## config.mk

```make
export PLATFORM = sky130hd
export DESIGN_NAME = icache_refill_assembler
export DESIGN_NICKNAME = d
export VERILOG_FILES = /design/src/rtl/wt_cache_pkg.sv /design/src/rtl/fifo_v3.sv /design/src/rtl/icache_refill_assembler.sv
export SDC_FILE = /design/constraint.sdc
export NUM_CORES = 1
export LEC_CHECK = 0
export CORE_AREA = 2 2 153 155
export DETAILED_ROUTE_END_ITERATION = 10
export DIE_AREA = 0 0 155 157
export GPL_TIMING_DRIVEN = 0
export PLACE_DENSITY = 0.85
export SLEW_MARGIN = 20
export SYNTH_ARGS = -nofsm -noshare
export SYNTH_HDL_FRONTEND = slang
export SYNTH_SLANG_ARGS = --single-unit
```

## constraint.sdc

```tcl
create_clock -name clk_i -period 3.45 [get_ports clk_i]
set_clock_uncertainty 0.2 [all_clocks]
set_input_delay 0.8625 -clock clk_i [delete_from_list [all_inputs] [get_ports clk_i]]
set_output_delay 0.8625 -clock clk_i [all_outputs]
set_load 0.01 [all_outputs]
```

## src/rtl/wt_cache_pkg.sv

```systemverilog
// Shared I$ refill types: beats per line, pending-request entry and AXI response encodings.
package wt_cache_pkg;

  localparam int unsigned ICACHE_LINE_WIDTH = 128;
  localparam int unsigned ICACHE_BEATS      = ICACHE_LINE_WIDTH / 64;
  localparam int unsigned ICACHE_ID_WIDTH   = 4;

  typedef struct packed {
    logic [ICACHE_ID_WIDTH-1:0] tid;
    logic                       nc;
  } refill_pending_t;

  localparam logic [1:0] RESP_OKAY   = 2'b00;
  localparam logic [1:0] RESP_EXOKAY = 2'b01;
  localparam logic [1:0] RESP_SLVERR = 2'b10;
  localparam logic [1:0] RESP_DECERR = 2'b11;

endpackage

```

## src/rtl/fifo_v3.sv

```systemverilog
// Generic synchronous FIFO with registered storage; head is visible on data_o while non-empty.
module fifo_v3 #(
  parameter int unsigned DATA_WIDTH = 8,
  parameter int unsigned DEPTH      = 2
) (
  input  logic                  clk_i,
  input  logic                  rst_ni,
  input  logic                  flush_i,
  output logic                  full_o,
  output logic                  empty_o,
  input  logic [DATA_WIDTH-1:0] data_i,
  input  logic                  push_i,
  output logic [DATA_WIDTH-1:0] data_o,
  input  logic                  pop_i
);

  localparam int unsigned AddrW = (DEPTH > 1) ? $clog2(DEPTH) : 1;
  localparam logic [AddrW-1:0] LastAddr = AddrW'(DEPTH - 1);

  logic [DATA_WIDTH-1:0] mem_q [DEPTH];
  logic [AddrW-1:0]      rd_ptr_q, wr_ptr_q;
  logic [AddrW:0]        cnt_q;
  logic                  push_en, pop_en;

  assign full_o  = (cnt_q == (AddrW+1)'(DEPTH));
  assign empty_o = (cnt_q == '0);
  assign push_en = push_i && !full_o;
  assign pop_en  = pop_i && !empty_o;
  assign data_o  = mem_q[rd_ptr_q];

  function automatic logic [AddrW-1:0] ptr_inc(input logic [AddrW-1:0] p);
    return (p == LastAddr) ? '0 : p + 1'b1;
  endfunction

  always_ff @(posedge clk_i or negedge rst_ni) begin
    if (!rst_ni) begin
      rd_ptr_q <= '0;
      wr_ptr_q <= '0;
      cnt_q    <= '0;
    end else if (flush_i) begin
      rd_ptr_q <= '0;
      wr_ptr_q <= '0;
      cnt_q    <= '0;
    end else begin
      if (push_en) wr_ptr_q <= ptr_inc(wr_ptr_q);
      if (pop_en)  rd_ptr_q <= ptr_inc(rd_ptr_q);
      if (push_en && !pop_en)      cnt_q <= cnt_q + 1'b1;
      else if (pop_en && !push_en) cnt_q <= cnt_q - 1'b1;
    end
  end

  always_ff @(posedge clk_i or negedge rst_ni) begin
    if (!rst_ni) begin
      for (int i = 0; i < int'(DEPTH); i++) mem_q[i] <= '0;
    end else if (push_en) begin
      mem_q[wr_ptr_q] <= data_i;
    end
  end

endmodule

```

## src/rtl/icache_refill_assembler.sv

```systemverilog
// Assembles AXI R beats into I$ lines (or single nc words) for outstanding refills.
// Optional ICACHE_REFILL_ERR_EN: per-line SLVERR/DECERR reporting and EXOKAY protocol check.
module icache_refill_assembler
  import wt_cache_pkg::*;
#(
  parameter int unsigned LineWidth  = ICACHE_LINE_WIDTH,
  parameter int unsigned IdWidth    = ICACHE_ID_WIDTH,
  parameter int unsigned NumPending = 2
) (
  input  logic                 clk_i,
  input  logic                 rst_ni,
  input  logic                 req_valid_i,
  output logic                 req_ready_o,
  input  logic [IdWidth-1:0]   req_tid_i,
  input  logic                 req_nc_i,
  input  logic                 beat_valid_i,
  output logic                 beat_ready_o,
  input  logic [63:0]          beat_data_i,
  input  logic                 beat_last_i,
  input  logic [IdWidth-1:0]   beat_id_i,
  input  logic [1:0]           beat_resp_i,
  output logic                 line_valid_o,
  output logic [LineWidth-1:0] line_data_o,
  output logic [IdWidth-1:0]   line_tid_o,
  output logic                 line_nc_o,
  output logic                 line_err_o,
  output logic                 proto_err_o,
  output logic                 busy_o
);

  localparam int unsigned Beats = LineWidth / 64;
  localparam int unsigned CntW  = (Beats > 1) ? $clog2(Beats) : 1;
  localparam logic [CntW-1:0] LastCnt = CntW'(Beats - 1);

  refill_pending_t push_entry, head;
  logic fifo_full, fifo_empty;
  logic req_fire, beat_fire, line_done;

  logic [Beats-1:0][63:0] buf_q, buf_d;
  logic [CntW-1:0]        cnt_q, cnt_d;
  logic                   proto_hit;

  logic                   line_valid_q, line_nc_q, proto_q;
  logic [LineWidth-1:0]   line_data_q;
  logic [IdWidth-1:0]     line_tid_q;

  assign req_ready_o  = !fifo_full;
  assign beat_ready_o = !fifo_empty;
  assign req_fire     = req_valid_i && !fifo_full;
  assign beat_fire    = beat_valid_i && !fifo_empty;
  assign line_done    = beat_fire && beat_last_i;

  assign push_entry.tid = ICACHE_ID_WIDTH'(req_tid_i);
  assign push_entry.nc  = req_nc_i;

  fifo_v3 #(
    .DATA_WIDTH ($bits(refill_pending_t)),
    .DEPTH      (NumPending)
  ) i_pending_fifo (
    .clk_i   (clk_i),
    .rst_ni  (rst_ni),
    .flush_i (1'b0),
    .full_o  (fifo_full),
    .empty_o (fifo_empty),
    .data_i  (push_entry),
    .push_i  (req_fire),
    .data_o  (head),
    .pop_i   (line_done)
  );

  // Protocol violations are flagged but never stall assembly.
  always_comb begin
    buf_d     = buf_q;
    cnt_d     = cnt_q;
    proto_hit = 1'b0;
    if (beat_fire) begin
      if (head.nc) begin
        buf_d    = '0;
        buf_d[0] = beat_data_i;
      end else begin
        buf_d[cnt_q] = beat_data_i;
      end
      if (beat_last_i || cnt_q == LastCnt) cnt_d = '0;
      else                                 cnt_d = cnt_q + 1'b1;
      if (beat_id_i != IdWidth'(head.tid))                  proto_hit = 1'b1;
      if (beat_last_i && !head.nc && cnt_q != LastCnt)      proto_hit = 1'b1;
      if (beat_last_i && head.nc && cnt_q != '0)            proto_hit = 1'b1;
      if (!beat_last_i && cnt_q == LastCnt)                 proto_hit = 1'b1;
`ifdef ICACHE_REFILL_ERR_EN
      if (beat_resp_i == RESP_EXOKAY)                       proto_hit = 1'b1;
`endif
    end
  end

  always_ff @(posedge clk_i or negedge rst_ni) begin
    if (!rst_ni) begin
      buf_q        <= '0;
      cnt_q        <= '0;
      line_valid_q <= 1'b0;
      line_data_q  <= '0;
      line_tid_q   <= '0;
      line_nc_q    <= 1'b0;
      proto_q      <= 1'b0;
    end else begin
      buf_q        <= buf_d;
      cnt_q        <= cnt_d;
      line_valid_q <= line_done;
      if (proto_hit) proto_q <= 1'b1;
      if (line_done) begin
        line_data_q <= buf_d;
        line_tid_q  <= IdWidth'(head.tid);
        line_nc_q   <= head.nc;
      end
    end
  end

`ifdef ICACHE_REFILL_ERR_EN
  logic err_acc_q, err_acc_d, line_err_q;

  assign err_acc_d = err_acc_q | (beat_fire & beat_resp_i[1]);

  always_ff @(posedge clk_i or negedge rst_ni) begin
    if (!rst_ni) begin
      err_acc_q  <= 1'b0;
      line_err_q <= 1'b0;
    end else begin
      err_acc_q <= line_done ? 1'b0 : err_acc_d;
      if (line_done) line_err_q <= err_acc_d;
    end
  end

  assign line_err_o = line_err_q;
`else
  logic unused_resp;
  assign unused_resp = ^beat_resp_i;
  assign line_err_o  = 1'b0;
`endif

  assign line_valid_o = line_valid_q;
  assign line_data_o  = line_data_q;
  assign line_tid_o   = line_tid_q;
  assign line_nc_o    = line_nc_q;
  assign proto_err_o  = proto_q;
  assign busy_o       = !fifo_empty || (cnt_q != '0);

endmodule

```

==> flow_metrics.tcl <==
set metrics [dict create \
    reg2reg_to "i_pending_fifo.cnt_q[1]" \
    dp_hpwl_um 18300 \
    relSlewSlack_pct 52.3 \
    place.gp.congestion 0.841 \
    drtIter0Drc 423 \
    drc 0 \
    h-tree-depth 1 \
    synth_cell_types 31 \
    num-fill-cells 1675 \
    die_x_um 155 \
    clock_path_buffers 3 \
    syn_area_sq_um 11100 \
    layout.nets 1234 \
    cts_buffers 28 \
    drt-vias-per-instance 5.38 \
    status "finished, final reports clean" \
    powerDensity_nw_per_um2 940 \
    worstRegToRegCells 8 \
    cts_resized 0 \
    diodes 0 \
    overflow 0 \
    peakVddDrop_v 0.000511 \
    pwr-share-comb_pct 36.8 \
    rows 55 \
    swShare_pct 32.2 \
    setup_violations 0 \
    synth_seq_cells 278 \
    endpoint_kind "register" \
    cts_hold_buf 0 \
    grt_pass1_wl_um 43400 \
    crit_required_ns 3.66 \
    rsz0062_at_grt "no" \
    vias 7853 \
    internal_power_uw 9380 \
    wire_per_inst_um 19.0 \
    hp-class "in2async" \
    maxCapViolations 0 \
    initial_core_util_pct 49.3 \
    syn_avg_cell_area_sq_um 12.3 \
    die_area_sq_um 24300 \
    fin_crit_sh_pct 86.5 \
    seq_power_share_pct 38.9 \
    area_growth_syn_to_layout_pct 32.6 \
    cp.arrival_ns 3.20 \
    drtAntennaViolNets 0 \
    io_buffers 215 \
    grt_pass1_vias 8198 \
    first_pass_iters 5 \
    cts.clk_slew.worst_paths_ns 0.06 \
    pin_count 219 \
    clkPwrFrac_pct 24.3 \
    grt_max_degree 105 \
    post_cts_buffers 0 \
    wl_um 27700 \
    r2r_setup_slack_ns 0.69 \
    fin_hold_ws_ns 0.113 \
    syn_inst 906 \
    grt_usage_pct 22.7 \
    syn-num-nets 987 \
    cts_sinks 278 \
    power_leakage_uw 0.00724 \
    core_area_sq_um 22500 \
    worst_pin_slew_ns 0.714 \
    yosys_warnings 0 \
    r2r_start "i_pending_fifo.cnt_q[0]" \
    drv_slew 0 \
    worstSetupStartpointType "primary input" \
    total_power_uw 13800 \
    drive_gt1_share_pct 14.9 \
    fmax_mhz 335 \
    cts_root_buffer "clkbuf_16" \
    worst-setup-path-type "in2reg" \
    final_hold_viol_count 0 \
    clkLatencyLatePin_ns 0.53 \
    synth-seq-area-share_pct 62.7 \
    die_h_um 157 \
    antenna_found_initial 1 \
    period_needed_ns 2.98 \
    cts_tree "done" \
    power_switching_uw 4460 \
    crit_fanout 10 \
]
==> Yosys cell counts, drive strengths merged <==
master	n	area share, %
nand2b	1	0.056
inv	2	0.068
or2	1	0.056
dfrtp	278	63
mux2	74	7.5
or3	1	0.056
nor2	69	2.4
ha	1	0.11
a21oi	1	0.15
clkbuf	15	0.51
nor3	2	0.090
a21o	1	0.068
o21a	2	0.14
xnor2	7	0.55
o21ai	132	6.0
nand2	139	4.8
mux2i	133	12
a31oi	1	0.056
conb	1	0.034
nand3	1	0.045
xor2	3	0.24
buf	41	2.4
==> metrics by stage <==
stage	setup TNS [ns]	worst slack (ns)	area (sq um)	utilization (%)	cells
floorplan	0	1.03	11100	-	906
finish	0	0.465	14700	65.4	1460
detailed placement	-0.0903	-0.0903	13700	60.8	1408
global route	0	0.407	14700	65.4	1460
global placement	-2827.98	-10.20	13600	60.5	1406
CTS	0	0.466	14700	65.4	1460
==> flip-flops by register name, summed over array words and instances (netlist names), 2 cells and up <==
signal,cells
line_data_o,128
line_tid_o,4
i_pending_fifo.mem_q,10
buf_q,128
i_pending_fifo.cnt_q,2
==> worst max path at each step <==
stage            startpoint                 endpoint  slack (ns)  cells past startpoint
6_report       beat_valid_i  i_pending_fifo.cnt_q[1]        0.47                      9
5_1_grt        beat_valid_i  i_pending_fifo.cnt_q[1]        0.41                      9
4_1_cts               cnt_q                   busy_o        0.47                      3
3_5_place_dp   beat_valid_i  i_pending_fifo.cnt_q[1]       -0.09                      8
3_3_place_gp         rst_ni                buf_q[52]      -10.20                      1
2_1_floorplan  beat_valid_i  i_pending_fifo.cnt_q[1]        1.03                      8
==> cells by family (layout without fill, tap and decap cells) <==
group,count (synthesis),count (layout),share of synthesized area (%)
XOR/XNOR,10,10,0.789
flip-flops,278,278,62.7
other,1,1,0.0338
AND/OR/NAND/NOR,214,214,7.45
AO/OA/AOI/OAI,137,137,6.36
multiplexers,207,207,19.6
buffers and inverters,58,327,2.99
adder cells (fa/ha/maj),1,1,0.113
==> cell type report <==
cell class	instances	area [sq um]	area share, %
clock inverter	16	236	1.61
buffer	56	324	2.20
clock buffer	36	812	5.52
timing repair buffer	217	2210	15.0
inverter	2	7.51	0.0510
tap	285	357	2.42
sequential	278	6960	47.3
multi-input combinational	570	3810	25.9
==> layer usage <==
metal,global-route usage [%],vias to the layer above,share of wire [%]
met1,29.9,3993,43
met5,0,-,0
met3,4.71,49,6.3
met2,38.1,230,48
met4,6.92,0,2.5
li1,-,3581,-
==> critical path, stage by stage <==
cell             delay (ns)
clkdlybuf4s50_1        0.43
o21a_1                 0.16
nand2_1                0.25
buf_2                  0.39
buf_1                  0.46
ha_1                   0.26
xor2_1                 0.16
nor2_1                 0.08
xor2_1                 0.14
==> power groups by stage <==
stage / Combinational (uW) / Sequential (uW) / Clock (uW)
6_report: 5090 / 5380 / 3370
5_1_grt: 5520 / 5540 / 3580
4_1_cts: 5150 / 5380 / 3430
3_5_place_dp: 5080 / 5410 / 0
3_3_place_gp: 4920 / 5360 / 0
2_1_floorplan: 2600 / 5550 / 0
==> cells in the final DEF (no fill, tap or decap), types with 16 or more instances in the layout <==
cell             instances
dfrtp_1                278
clkdlybuf4s50_1        214
nand2_1                137
mux2i_1                132
o21ai_0                128
mux2_2                  74
nor2_1                  68
clkbuf_16               29
buf_2                   25
clkbuf_1                16
No activity file was read; power rests on OpenSTA's default activity.
